==> src/rtl/sweep_ctrl_if.sv <==
// sweep_ctrl_if: handshake, stimulus and result signals of the truth-table sweeper
interface sweep_ctrl_if;
  logic        start;
  logic        abort;
  logic        f_in;
  logic        a;
  logic        b;
  logic        c;
  logic        d;
  logic [3:0]  vec_idx;
  logic        busy;
  logic        done;
  logic        aborted;
  logic [15:0] truth;
  logic [4:0]  zero_cnt;
  modport master (
    output start, abort, f_in,
    input  a, b, c, d, vec_idx, busy, done, aborted, truth, zero_cnt
  );
  modport slave (
    input  start, abort, f_in,
    output a, b, c, d, vec_idx, busy, done, aborted, truth, zero_cnt
  );
endinterface

==> src/rtl/sweep_ctrl.sv <==
// sweep_ctrl: drives all 16 vectors of a 4-input function for DWELL cycles each and captures its truth table
module sweep_ctrl #(
  parameter int DWELL = 4
) (
  input logic         clk,
  input logic         rst,
  sweep_ctrl_if.slave s
);
  typedef enum logic [1:0] {IDLE, RUN, FIN} state_t;
  state_t     state;
  logic [3:0] dwell_cnt;
  logic [3:0] abcd;
  logic       sample;
  assign sample = dwell_cnt == 4'(DWELL - 1);
  assign {s.a, s.b, s.c, s.d} = abcd;
  always_ff @(posedge clk or posedge rst)
    if (rst) begin
      state      <= IDLE;
      dwell_cnt  <= '0;
      abcd       <= '0;
      s.vec_idx  <= '0;
      s.busy     <= 1'b0;
      s.done     <= 1'b0;
      s.aborted  <= 1'b0;
      s.truth    <= '0;
      s.zero_cnt <= '0;
    end else begin
      s.done <= 1'b0;
      case (state)
        IDLE:
          if (s.start) begin
            state      <= RUN;
            dwell_cnt  <= '0;
            abcd       <= '0;
            s.vec_idx  <= '0;
            s.busy     <= 1'b1;
            s.aborted  <= 1'b0;
            s.truth    <= '0;
            s.zero_cnt <= '0;
          end
        RUN:
          if (s.abort) begin
            state     <= IDLE;
            dwell_cnt <= '0;
            abcd      <= '0;
            s.busy    <= 1'b0;
            s.aborted <= 1'b1;
          end else if (sample) begin
            dwell_cnt            <= '0;
            s.truth[s.vec_idx]   <= s.f_in;
            s.zero_cnt           <= s.zero_cnt + 5'(!s.f_in);
            if (s.vec_idx == 4'd15) begin
              state  <= FIN;
              abcd   <= '0;
              s.busy <= 1'b0;
              s.done <= 1'b1;
            end else begin
              s.vec_idx <= s.vec_idx + 4'd1;
              abcd      <= s.vec_idx + 4'd1;
            end
          end else
            dwell_cnt <= dwell_cnt + 4'd1;
        default:
          state <= IDLE;
      endcase
    end
endmodule

==> src/flat_wrapper.sv <==
// flat-port wrapper written by rule: the top's interface ports become plain ports
module sweep_ctrl_flat 
#(
  parameter int DWELL = 4
)
  (clk, rst, s_start, s_abort, s_f_in, s_a, s_b, s_c, s_d, s_vec_idx, s_busy, s_done, s_aborted, s_truth, s_zero_cnt);
  sweep_ctrl_if s_i ();
  input logic clk;
  input logic rst;
  input wire logic [$bits(s_i.start)-1:0] s_start;
  input wire logic [$bits(s_i.abort)-1:0] s_abort;
  input wire logic [$bits(s_i.f_in)-1:0] s_f_in;
  output wire logic [$bits(s_i.a)-1:0] s_a;
  output wire logic [$bits(s_i.b)-1:0] s_b;
  output wire logic [$bits(s_i.c)-1:0] s_c;
  output wire logic [$bits(s_i.d)-1:0] s_d;
  output wire logic [$bits(s_i.vec_idx)-1:0] s_vec_idx;
  output wire logic [$bits(s_i.busy)-1:0] s_busy;
  output wire logic [$bits(s_i.done)-1:0] s_done;
  output wire logic [$bits(s_i.aborted)-1:0] s_aborted;
  output wire logic [$bits(s_i.truth)-1:0] s_truth;
  output wire logic [$bits(s_i.zero_cnt)-1:0] s_zero_cnt;
  assign s_i.start = s_start;
  assign s_i.abort = s_abort;
  assign s_i.f_in = s_f_in;
  assign s_a = s_i.a;
  assign s_b = s_i.b;
  assign s_c = s_i.c;
  assign s_d = s_i.d;
  assign s_vec_idx = s_i.vec_idx;
  assign s_busy = s_i.busy;
  assign s_done = s_i.done;
  assign s_aborted = s_i.aborted;
  assign s_truth = s_i.truth;
  assign s_zero_cnt = s_i.zero_cnt;
  sweep_ctrl #(.DWELL(DWELL)) u_core (.clk(clk), .rst(rst), .s(s_i));
endmodule
==> config.mk <==
export PLATFORM = sky130hd
export DESIGN_NAME = sweep_ctrl_flat
export DESIGN_NICKNAME = d
export VERILOG_FILES = /design/src/rtl/sweep_ctrl_if.sv /design/src/rtl/sweep_ctrl.sv /design/src/flat_wrapper.sv
export SDC_FILE = /design/constraint.sdc
export NUM_CORES = 1
export LEC_CHECK = 0
export BUFFER_PORTS_ARGS = -buffer_cell sky130_fd_sc_hd__buf_2
export CORE_ASPECT_RATIO = 1.4
export CORE_MARGIN = 2
export CORE_UTILIZATION = 55
export CTS_CLUSTER_DIAMETER = 120
export CTS_CLUSTER_SIZE = 40
export DETAILED_ROUTE_END_ITERATION = 12
export GPL_ROUTABILITY_DRIVEN = 0
export HOLD_SLACK_MARGIN = 0.05
export PLACE_DENSITY = 0.89
export SLEW_MARGIN = 0
export SYNTH_ARGS = -nofsm -noshare
export SYNTH_HDL_FRONTEND = slang
export SYNTH_SLANG_ARGS = --single-unit
==> constraint.sdc <==
create_clock -name clk -period 2.5 [get_ports clk]
set_clock_uncertainty 0.2 [all_clocks]
set_input_delay 0 -clock clk [delete_from_list [all_inputs] [get_ports clk]]
set_output_delay 0 -clock clk [all_outputs]
set_load 0.05 [all_outputs]
# After elaboration in Yosys (flattened, before gate mapping)
# Index checks and enable logic that the tools add are counted.
# totals
in_bits	5
reg_bits	38
wordCells	75
output_inout_bits	32
# classes
n_eq_ne	10
n_addsub	3
magnitude_cmp	2
reduce_logical	11
muxes	40
# op_table
operator	count
16-bit two-way mux	3
4-bit two-way mux	9
16-bit case mux with 2 select lines	1
4-bit case mux with 2 select lines	3
16-bit bitwise mux	1
5-bit two-way mux	3
1-bit two-way mux	11
5-bit case mux with 2 select lines	1
3-bit AND reduction	3
4-bit by 1-bit adder with 4-bit output (second input constant)	2
2-bit two-way mux	4
2-bit inequality test (second input constant)	4
4-bit AND reduction	2
3-bit by 2-bit inequality test with 1-bit output (second input constant)	2
5-bit by 1-bit adder with 5-bit output	1
4-bit by 5-bit less-than comparator with 1-bit output (second input constant)	1
5-bit AND reduction	1
1-bit demux with 4-bit select	1
4-bit by 2-bit equality test with 1-bit output (second input constant)	1
4-bit equality test (second input constant)	1
4-bit by 1-bit greater-or-equal comparator with 1-bit output (second input constant)	1
1-bit case mux with 2 select lines	2
2-bit case mux with 2 select lines	1
2-bit by 1-bit equality test with 1-bit output (second input constant)	1
other kinds (6)	6

# Longest topological paths before layout
# Gate-level depths: netlist of the first run.
# depth
ltp_word	8
ltp_mapped	6
depth_no_buf	6

# Least setup slack after synthesis of the first run
# Ideal clock, no wire load.
# synth_timing
kind	reg-to-reg
from	reg u_core.s.vec_idx[0]
to	reg u_core.abcd[1]
t_required_ps	2175
synth_period_minus_slack_ps	2056
setup_time_ps	125
stages_incl_launch_ff	5
arrival_time_ps	1731
slack_ps	444
n_path_buf	0
cell_sequence	dfrtp_1 -> ha_1 -> nand3_1 -> and3_1 -> mux2_2
# synth_via
elab_chain_len	5
elab_cells_between_ends	6
classes_between	1 x add/sub; 1 x eq/ne; 4 x mux
# synth_lines
item	line	text
start, declared	sweep_ctrl_if.sv:22	output a, b, c, d, vec_idx, busy, done, aborted, truth, zero_cnt
start signal, assigned	sweep_ctrl.sv:58	s.vec_idx <= s.vec_idx + 4'd1;
4-bit by 1-bit adder with 4-bit output or 4-bit equality test (tied branches)	sweep_ctrl.sv:59, sweep_ctrl.sv:52	
4-bit two-way mux *	sweep_ctrl.sv:52	if (s.vec_idx == 4'd15) begin
4-bit two-way mux *	sweep_ctrl.sv:48	end else if (sample) begin
4-bit two-way mux *	sweep_ctrl.sv:42	if (s.abort) begin
4-bit case mux with 2 select lines *	sweep_ctrl.sv:29	case (state)
end signal, assigned	sweep_ctrl.sv:59	abcd <= s.vec_idx + 4'd1;
end, declared	sweep_ctrl.sv:12	logic [3:0] abcd;
# Every way passes the cells marked *; elsewhere a longest branch is shown, timed or not. The select of a mux whose other input is x is not followed.
# A chain may end at the register's enable or synchronous reset.

# Worst setup path after layout of the first run
# layout_timing
from	reg u_core.dwell_cnt[0]
to	reg u_core.s.truth[0]
# layout_via
elab_chain_len	3
# layout_lines
item	line	text
start, declared	sweep_ctrl.sv:11	logic [3:0] dwell_cnt;
start signal, assigned	sweep_ctrl.sv:62	dwell_cnt <= dwell_cnt + 4'd1;
4-bit by 2-bit equality test with 1-bit output	sweep_ctrl.sv:14	assign sample = dwell_cnt == 4'(DWELL - 1);
2-bit by 1-bit inequality test with 1-bit output (no line)	-	
4-bit AND reduction (no line)	-	
end signal, assigned by index	sweep_ctrl.sv:50	s.truth[s.vec_idx] <= s.f_in;
end, declared	sweep_ctrl_if.sv:22	
# No other way between the ends.

==> flow_metrics.env, run 1 <==
export IMPL_critPathMaxFanout=11
export IMPL_vias=1659
export IMPL_cts_repair_resized=0
export IMPL_seq_area_frac_synth=0.458
export IMPL_initialDrtViolationCount=23
export IMPL_worst_slew_pin_slew_ps=717
export IMPL_area_growth_pct=17.0
export IMPL_ys_types=41
export IMPL_yosys_warnings=0
export IMPL_slew_viol_final=0
export IMPL_cts_buffers=5
export IMPL_drt_met1_wl_mm=1.78
export IMPL_cp_required_ps=2480
export IMPL_clkTransAtPathRegs_ps=80
export IMPL_critPathMaxStageDelay_ps=580
export IMPL_top_layer="met4"
export IMPL_grt_setup_unrepaired="no"
export IMPL_outcome="completed"
export IMPL_holdWs_ps=70.3
export IMPL_layout_min_cycle_time_ps=2250
export IMPL_totalWireLength_mm=4.58
export IMPL_ant_nets=0
export IMPL_io_buffers=36
export IMPL_cts_root_buf="clkbuf_8"
export IMPL_finish_utilization=0.666
export IMPL_cts_setup_buffers=0
export IMPL_die_x_um=55.9
export IMPL_final_cell_mix="38 x dfrtp_1, 36 x buf_2, 16 x nand2_1"
export IMPL_synth_cells=198
export IMPL_viasPerCell=5.90
export IMPL_setup_tns_ps=0
export IMPL_grt_pass1_vias=1739
export IMPL_first_pass_iters=4
export IMPL_hp_class="input port to asynchronous set/reset pin"
export IMPL_fillCellCount=298
export IMPL_start_util=0.569
export IMPL_startpoint_type="flop"
export IMPL_drc=0
export IMPL_cts_tree="done"
export IMPL_clk_latency_ps=290
export IMPL_post_route_period_util=0.899
export IMPL_wl_met2_mm=2.51
export IMPL_rows=26
export IMPL_cts_max_path_buffers=2
export IMPL_fmax_mhz=445
export IMPL_wl_per_cell_um=16.3
export IMPL_path_class="flop to flop"
export IMPL_cp_top_family="compound AO/OA/AOI/OAI gates"
export IMPL_hold_buffers=4
export IMPL_vdd_drop_max_mv=0.473
export IMPL_layout_commonest_cell="dfrtp_1"
export IMPL_cp_data_arrival_time_ps=2230
export IMPL_cts_sinks=38
export IMPL_grtUsageTotal=0.232
export IMPL_p_comb_frac=0.200
export IMPL_syn_nets=210
export IMPL_grt_pass1_wl_mm=7.97
export IMPL_antenna_cells=0
export IMPL_htree_num_levels=2
export IMPL_critPathBufInv=0
export IMPL_synth_ff_type="dfrtp_1"
export IMPL_async_reset_ff_frac=1.00
export IMPL_antenna_found_initial=0
export IMPL_end_kind="flop"
export IMPL_r2r_slack_ps=250
export IMPL_ys_seq_elements=38
export IMPL_setup_viol_count_final=0
export IMPL_syn_area_per_cell_um2=10.5
export IMPL_switchingPower_w=0.000460
export IMPL_die_h_um=76.7
export IMPL_clkPwrFrac=0.346
export IMPL_ios=37
export IMPL_cp_cell_sequence="ha_1, or4b_4, a21o_1, a221o_1"
export IMPL_p_per_area_nw_per_um2=610
export IMPL_overflow=0
export IMPL_finalHoldViolCount=0
export IMPL_core_area_um2=3640
export IMPL_dp_cells=269
export IMPL_seqPwrFrac=0.454
export IMPL_nets=250
export IMPL_slowest_stage="or4b_4"
export IMPL_dp_hpwl_mm=3.15
export IMPL_met3_wirelength_um=172
export IMPL_drv_cap=0
export IMPL_grt_max_degree=27
export IMPL_fin_cells=281
export IMPL_relSlewSlack=0.521
export IMPL_die_area_um2=4290
export IMPL_p_int_w=0.00102
export IMPL_p_sw_frac=0.311
export IMPL_layout_drive_gt1_share=0.255
export IMPL_cellLeakagePower_nw=1.19
export IMPL_synth_area_um2=2070
export IMPL_synth_edf_count=0
[area by class of cell]
type | count | area, µm² | area share
flip-flops and latches | 38 | 951 | 0.392
well taps | 42 | 52.6 | 0.0216
multi-input cells | 134 | 1000 | 0.412
clock inverters | 3 | 40.0 | 0.0165
inverters | 13 | 48.8 | 0.0201
repair buffers | 46 | 265 | 0.109
clock buffers | 5 | 68.8 | 0.0284
[worst paths after layout]
path	endpoint	startpoint	depth (start not counted)
max in group asynchronous	u_core.s.truth[11]	rst	4
min in group clk	u_core.s.aborted	u_core.s.aborted	2
max reg2reg	u_core.s.truth[0]	u_core.dwell_cnt[0]	4
min reg2reg	u_core.s.aborted	u_core.s.aborted	2
max	u_core.s.truth[0]	u_core.dwell_cnt[0]	4
min	u_core.abcd[3]	rst	3
[sequential cells by signal, indices dropped and copies added, names as in the netlist]
| name | cells |
|---|---|
| u_core.state | 2 |
| u_core.abcd | 4 |
| u_core.s.busy | 1 |
| u_core.dwell_cnt | 4 |
| u_core.s.truth | 16 |
| u_core.s.zero_cnt | 5 |
| u_core.s.aborted | 1 |
| u_core.s.done | 1 |
| u_core.s.vec_idx | 4 |
[cell usage after synthesis, types with 2 or more instances]
cell type / instances / area [µm²]
dfrtp_1: 38 / 951
o22ai_1: 3 / 18.8
or3b_2: 2 / 17.5
a211oi_1: 7 / 52.6
a2111oi_4: 2 / 55.1
clkbuf_1: 7 / 26.3
a21oi_1: 5 / 25.0
nand3b_1: 9 / 67.6
or3_1: 2 / 12.5
ha_1: 7 / 87.6
nor3b_1: 6 / 45.0
nand2_1: 16 / 60.1
buf_6: 3 / 33.8
nand3_1: 9 / 45.0
nor2_1: 3 / 11.3
o2bb2ai_1: 2 / 17.5
nand2b_1: 5 / 31.3
mux2i_1: 13 / 130
and3_1: 7 / 43.8
o21ai_0: 4 / 20.0
a221o_1: 2 / 20.0
buf_2: 2 / 10.0
nor3_1: 8 / 40.0
inv_1: 13 / 48.8
a22o_1: 2 / 17.5
a211o_1: 6 / 52.6
[worst min-delay path, delay by kind of cell]
family / cells / cell delay [ps]
buffers and inverters: 3 / 1010
[per-stage QoR]
stage	area (µm²)	setup slack [ps]	power, W
after floorplan	2070	444	0.000903
after global placement	2280	311	0.000967
after detailed placement	2280	248	0.000974
after CTS	2430	248	0.00149
after global routing	2430	155	0.00154
final	2430	252	0.00148
[layer usage]
| metal | vias to the layer above | GRT usage |
|---|---|---|
| met5 | - | 0 |
| met4 | 0 | 0.0905 |
| met3 | 11 | 0.0405 |
| met2 | 37 | 0.414 |
| met1 | 816 | 0.273 |
| li1 | 795 | - |
[power groups by stage]
stage          Clock, W  Combinational, W  Sequential [W]
5_1_grt        0.000542          0.000320        0.000678
3_3_place_gp          0          0.000286        0.000681
3_5_place_dp          0          0.000291        0.000683
4_1_cts        0.000518          0.000298        0.000671
2_1_floorplan         0          0.000147        0.000756
6_report       0.000513          0.000296        0.000672
[cell families after synthesis]
group                    after synthesis  share of synthesized area
AND/OR/NAND/NOR                       71                      0.199
AO/OA/AOI/OAI                         40                      0.165
flip-flops                            38                      0.458
buffers and inverters                 26                     0.0591
multiplexers                          14                     0.0682
adder cells (fa/ha/maj)                7                     0.0422
XOR/XNOR                               2                    0.00845
(Power assumes the default switching activity.)
==> run 2: changes to the inputs <==
--- a/config.mk
+++ b/config.mk
@@ -14,7 +14,7 @@
 export DETAILED_ROUTE_END_ITERATION = 12
 export GPL_ROUTABILITY_DRIVEN = 0
 export HOLD_SLACK_MARGIN = 0.05
-export PLACE_DENSITY = 0.89
+export PLACE_DENSITY = 0.87
 export SLEW_MARGIN = 0
 export SYNTH_ARGS = -nofsm -noshare
 export SYNTH_HDL_FRONTEND = slang
==> run 2 against run 1 <==
Against the previous run:
- worst hold slack gained 100 ps
- design area down 0.72%
- register-to-register slack lost 20 ps
- final cell count unchanged
- fmax fell by 0.74%
==> flow_metrics.env, run 2 (same netlist as run 1, synthesis figures left out) <==
export IMPL_critPathMaxStageDelay_ps=600
export IMPL_outcome="completed"
export IMPL_wl_met2_mm=2.34
export IMPL_clk_latency_ps=290
export IMPL_first_pass_iters=4
export IMPL_top_layer="met4"
export IMPL_drv_cap=0
export IMPL_finalHoldViolCount=0
export IMPL_viasPerCell=5.93
export IMPL_setup_viol_count_final=0
export IMPL_grt_pass1_wl_mm=7.66
export IMPL_fmax_mhz=442
export IMPL_antenna_cells=0
export IMPL_ant_nets=0
export IMPL_seqCellArea_um2=951
export IMPL_start_util=0.569
export IMPL_p_int_w=0.000948
export IMPL_fillCellCount=301
export IMPL_dp_cells=269
export IMPL_area_growth_pct=16.2
export IMPL_htree_num_levels=2
export IMPL_multi_input_area_um2=1000
export IMPL_layout_min_cycle_time_ps=2260
export IMPL_die_area_um2=4290
export IMPL_p_per_area_nw_per_um2=580
export IMPL_initialDrtViolationCount=68
export IMPL_largest_register="u_core.s.truth"
export IMPL_p_comb_frac=0.207
export IMPL_vias=1667
export IMPL_overflow=0
export IMPL_vdd_drop_max_mv=0.412
export IMPL_slowest_stage="or4b_4"
export IMPL_critPathMaxFanout=16
export IMPL_cp_cell_sequence="ha_1, or4b_4, a21o_1, a221o_1"
export IMPL_cts_root_buf="clkbuf_8"
export IMPL_grt_setup_unrepaired="no"
export IMPL_ios=37
export IMPL_cts_sinks=38
export IMPL_hp_class="input port to asynchronous set/reset pin"
export IMPL_die_x_um=55.9
export IMPL_cellLeakagePower_nw=1.18
export IMPL_io_buffers=36
export IMPL_drt_met1_wl_mm=1.81
export IMPL_met3_wirelength_um=115
export IMPL_switchingPower_w=0.000450
export IMPL_path_class="flop to flop"
export IMPL_die_h_um=76.7
export IMPL_core_area_um2=3640
export IMPL_totalWireLength_mm=4.36
export IMPL_cts_tree="done"
export IMPL_worst_slew_pin_slew_ps=612
export IMPL_layout_drive_gt1_share=0.251
export IMPL_cts_max_path_buffers=2
export IMPL_cts_buffers=5
export IMPL_cp_data_arrival_time_ps=2250
export IMPL_largest_register_ffs=16
export IMPL_relSlewSlack=0.591
export IMPL_rows=26
export IMPL_slew_viol_final=0
export IMPL_holdWs_ps=171
export IMPL_clkTransAtPathRegs_ps=80
export IMPL_nets=250
export IMPL_layout_commonest_cell="dfrtp_1"
export IMPL_post_route_period_util=0.906
export IMPL_end_kind="flop"
export IMPL_antenna_found_initial=0
export IMPL_largest_registers="u_core.s.truth (16), u_core.s.zero_cnt (5)"
export IMPL_dp_hpwl_mm=3.08
export IMPL_cp_required_ps=2480
export IMPL_drc=0
export IMPL_grtUsageTotal=0.224
export IMPL_cts_setup_buffers=0
export IMPL_p_sw_frac=0.322
export IMPL_seqPwrFrac=0.482
export IMPL_clkPwrFrac=0.311
export IMPL_cts_repair_resized=0
export IMPL_grt_pass1_vias=1627
export IMPL_setup_tns_ps=0
export IMPL_grt_max_degree=39
export IMPL_wl_per_cell_um=15.5
export IMPL_final_cell_mix="38 x dfrtp_1, 36 x buf_2, 16 x nand2_1"
export IMPL_startpoint_type="flop"
export IMPL_fin_cells=281
run 2: final cells by class:
type                    instances  share of cell area
clock buffers                   7              0.0358
clock inverters                 1             0.00208
inverters                      13              0.0202
multi-input cells             134               0.415
flip-flops and latches         38               0.395
well taps                      42              0.0218
repair buffers                 46               0.110
run 2: what timing repair did:
item,CTS,global route
endpoints found under the setup margin,0,0
endpoints found under the hold margin,47,0
hold buffers,4,0
run 2: power groups by stage:
stage | registers (W) | logic (W) | clock network [W]
floorplan | 0.000756 | 0.000147 | 0
global placement | 0.000684 | 0.000282 | 0
detailed placement | 0.000685 | 0.000286 | 0
CTS | 0.000673 | 0.000291 | 0.000444
global route | 0.000680 | 0.000315 | 0.000478
finish | 0.000673 | 0.000290 | 0.000435
run 2: worst paths after layout:
kind,from,end,slack [ps],cells after the start
setup / recovery,u_core.dwell_cnt[0],u_core.s.truth[0],240,4
hold / removal,rst,u_core.s.truth[3],170,4
setup reg to reg,u_core.dwell_cnt[0],u_core.s.truth[0],240,4
hold reg to reg,u_core.s.aborted,u_core.s.aborted,300,2
max in group asynchronous,rst,u_core.s.done,1600,4
min in group clk,u_core.s.aborted,u_core.s.aborted,300,2
run 2: stage by stage:
step	power [W]	worst slack, ps	cell area, µm²	util
2_1_floorplan	0.000903	444	2070	-
3_3_place_gp	0.000966	287	2280	0.625
3_5_place_dp	0.000971	230	2280	0.625
4_1_cts	0.00141	234	2410	0.661
5_1_grt	0.00147	121	2410	0.661
6_report	0.00140	235	2410	0.661
run 2: routing by layer:
layer,global-route usage,up-vias
met1,0.268,829
met3,0.0422,9
met5,0,-
met2,0.399,34
met4,0.0762,0
li1,-,795
run 2: worst max-delay path, delay by kind of cell (launching register included):
family | cells | cell delay [ps]
AND/OR/NAND/NOR | 1 | 600
flip-flops | 1 | 390
adder cells (fa/ha/maj) | 1 | 200
AO/OA/AOI/OAI | 2 | 780
==> run 3: changes to the inputs <==
--- a/config.mk
+++ b/config.mk
@@ -5,16 +5,15 @@
 export SDC_FILE = /design/constraint.sdc
 export NUM_CORES = 1
 export LEC_CHECK = 0
-export BUFFER_PORTS_ARGS = -buffer_cell sky130_fd_sc_hd__buf_2
 export CORE_ASPECT_RATIO = 1.4
-export CORE_MARGIN = 2
-export CORE_UTILIZATION = 55
+export CORE_UTILIZATION = 62
 export CTS_CLUSTER_DIAMETER = 120
 export CTS_CLUSTER_SIZE = 40
 export DETAILED_ROUTE_END_ITERATION = 12
+export DONT_BUFFER_PORTS = 1
 export GPL_ROUTABILITY_DRIVEN = 0
 export HOLD_SLACK_MARGIN = 0.05
-export PLACE_DENSITY = 0.87
+export PLACE_DENSITY = 0.86
 export SLEW_MARGIN = 0
 export SYNTH_ARGS = -nofsm -noshare
 export SYNTH_HDL_FRONTEND = slang
==> run 3 against run 2 <==
Against the previous run:
- clock power increased by 16%
- global-route usage increased by 6.0 points
- via count decreased by 7.1%
- sequential power increased by 3.9%
- routed wire length increased by 0.71%
- sequential share of layout area increased by 2.0 points
- critical path depth unchanged
- count of clock-buffer cells in the layout decreased by 2
- non-clock buffer count decreased by 30
==> flow_metrics.env, run 3 (same netlist as run 1, synthesis figures left out) <==
export IMPL_grt_max_degree=39
export IMPL_setup_tns_ps=0
export IMPL_clk_latency_ps=290
export IMPL_path_class="flop to flop"
export IMPL_die_h_um=70.4
export IMPL_p_sw_frac=0.306
export IMPL_nets=220
export IMPL_largest_register_ffs=16
export IMPL_dpl_worst_slack_ps=250
export IMPL_start_util=0.658
export IMPL_layout_drive_gt1_share=0.144
export IMPL_io_buffers=0
export IMPL_die_x_um=50.9
export IMPL_startpoint_type="flop"
export IMPL_worst_slew_pin_slew_ps=679
export IMPL_layout_commonest_cell="dfrtp_1"
export IMPL_cts_buffers=5
export IMPL_die_area_um2=3580
export IMPL_largest_registers="u_core.s.truth (16), u_core.s.zero_cnt (5)"
export IMPL_first_pass_iters=4
export IMPL_totalWireLength_mm=4.39
export IMPL_grt_pass1_wl_mm=7.43
export IMPL_fmax_mhz=437
export IMPL_cp_required_ps=2470
export IMPL_clkTransAtPathRegs_ps=70
export IMPL_final_cell_mix="38 x dfrtp_1, 16 x nand2_1, 13 x inv_1, 13 x mux2i_1, 11 x buf_4"
export IMPL_setup_ws_ps=211
export IMPL_p_int_w=0.00102
export IMPL_dp_hpwl_mm=3.03
export IMPL_viasPerCell=6.25
export IMPL_cts_sinks=38
export IMPL_clkPwrFrac=0.343
export IMPL_cp_data_arrival_time_ps=2260
export IMPL_seqPwrFrac=0.475
export IMPL_p_comb_frac=0.182
export IMPL_core_area_um2=3150
export IMPL_grtUsageTotal=0.284
export IMPL_largest_register="u_core.s.truth"
export IMPL_outcome="completed"
export IMPL_cts_root_buf="clkbuf_8"
export IMPL_crit_end="u_core.s.truth[0]"
export IMPL_ios=37
export IMPL_worstSetupStartpoint="u_core.dwell_cnt[0]"
export IMPL_cts_max_path_buffers=2
export IMPL_antenna_cells=0
export IMPL_grt_setup_unrepaired="no"
export IMPL_finish_utilization=0.727
export IMPL_rr_worst_depth=4
export IMPL_wl_per_cell_um=17.7
export IMPL_vias=1549
export IMPL_cellLeakagePower_nw=1.03
export IMPL_ant_nets=0
export IMPL_drc=0
export IMPL_vdd_drop_max_mv=0.496
export IMPL_relSlewSlack=0.546
export IMPL_end_kind="flop"
export IMPL_post_route_period_util=0.915
export IMPL_layout_min_cycle_time_ps=2290
export IMPL_switchingPower_w=0.000451
export IMPL_p_per_area_nw_per_um2=642
export IMPL_antenna_found_initial=0
export IMPL_cts_repair_resized=0
export IMPL_rows=24
export IMPL_finalHoldViolCount=0
export IMPL_setup_viol_count_final=0
export IMPL_cts_tree="done"
export IMPL_htree_num_levels=2
export IMPL_r2r_slack_ps=210
export IMPL_rr_endpoint="u_core.s.truth[0]"
export IMPL_hp_class="input port to asynchronous set/reset pin"
export IMPL_grt_pass1_vias=1582
export IMPL_initialDrtViolationCount=79
export IMPL_overflow=0
export IMPL_timing_rr_start="u_core.dwell_cnt[0]"
export IMPL_slew_viol_final=0
export IMPL_drv_cap=0
export IMPL_area_growth_pct=10.4
export IMPL_critPathMaxFanout=15
## run 3: how the worst min path moves through the flow
stage,start,end,slack [ps],depth (start not counted)
after global placement,rst,u_core.abcd[2],-180,2
final,rst,u_core.abcd[1],70,3
after global routing,rst,u_core.s.vec_idx[0],110,3
after CTS,rst,u_core.s.vec_idx[3],80,3
after floorplan,s_abort,u_core.s.aborted,-50,2
after detailed placement,rst,u_core.s.vec_idx[3],-160,2
## run 3: power groups by stage
stage	registers, W	clock network (W)	logic, W
final	0.000699	0.000505	0.000267
after global routing	0.000702	0.000535	0.000293
after CTS	0.000699	0.000516	0.000266
after detailed placement	0.000711	0	0.000254
after global placement	0.000709	0	0.000245
after floorplan	0.000756	0	0.000147
## run 3: area by class of cell
class | count | area [µm²]
Inverter | 13 | 48.8
Clock inverter | 3 | 40.0
Multi-Input combinational cell | 134 | 1000
Clock buffer | 5 | 68.8
Timing Repair Buffer | 16 | 133
Sequential cell | 38 | 951
Tap cell | 39 | 48.8
Fill cell | 222 | 862
## run 3: metal layers
| metal | global-route usage | vias to the layer above | part of all wire |
|---|---|---|---|
| li1 | - | 734 | - |
| met1 | 0.342 | 760 | 0.41 |
| met2 | 0.471 | 40 | 0.52 |
| met3 | 0.0501 | 15 | 0.036 |
| met4 | 0.151 | 0 | 0.034 |
| met5 | 0 | - | 0 |
## run 3: timing repair
action	CTS	global route
endpoints found under the setup margin	0	0
endpoints found under the hold margin	67	0
setup buffers	0	0
hold buffers	5	0
## run 3: stage by stage
step / cells / hold WS, ps / area, µm² / total power, W
global route: 248 / 112 / 2290 / 0.00153
finish: 248 / 67.9 / 2290 / 0.00147
floorplan: 198 / -50.2 / 2070 / 0.000903
CTS: 248 / 83.4 / 2290 / 0.00148
detailed placement: 235 / -157 / 2130 / 0.000965
global placement: 235 / -183 / 2130 / 0.000953
## run 3: critical path: stages, from the launching register on
cell and delay (ps):
dfrtp_1 400, ha_1 210, or4b_4 600, a21o_1 360
a221o_1 400
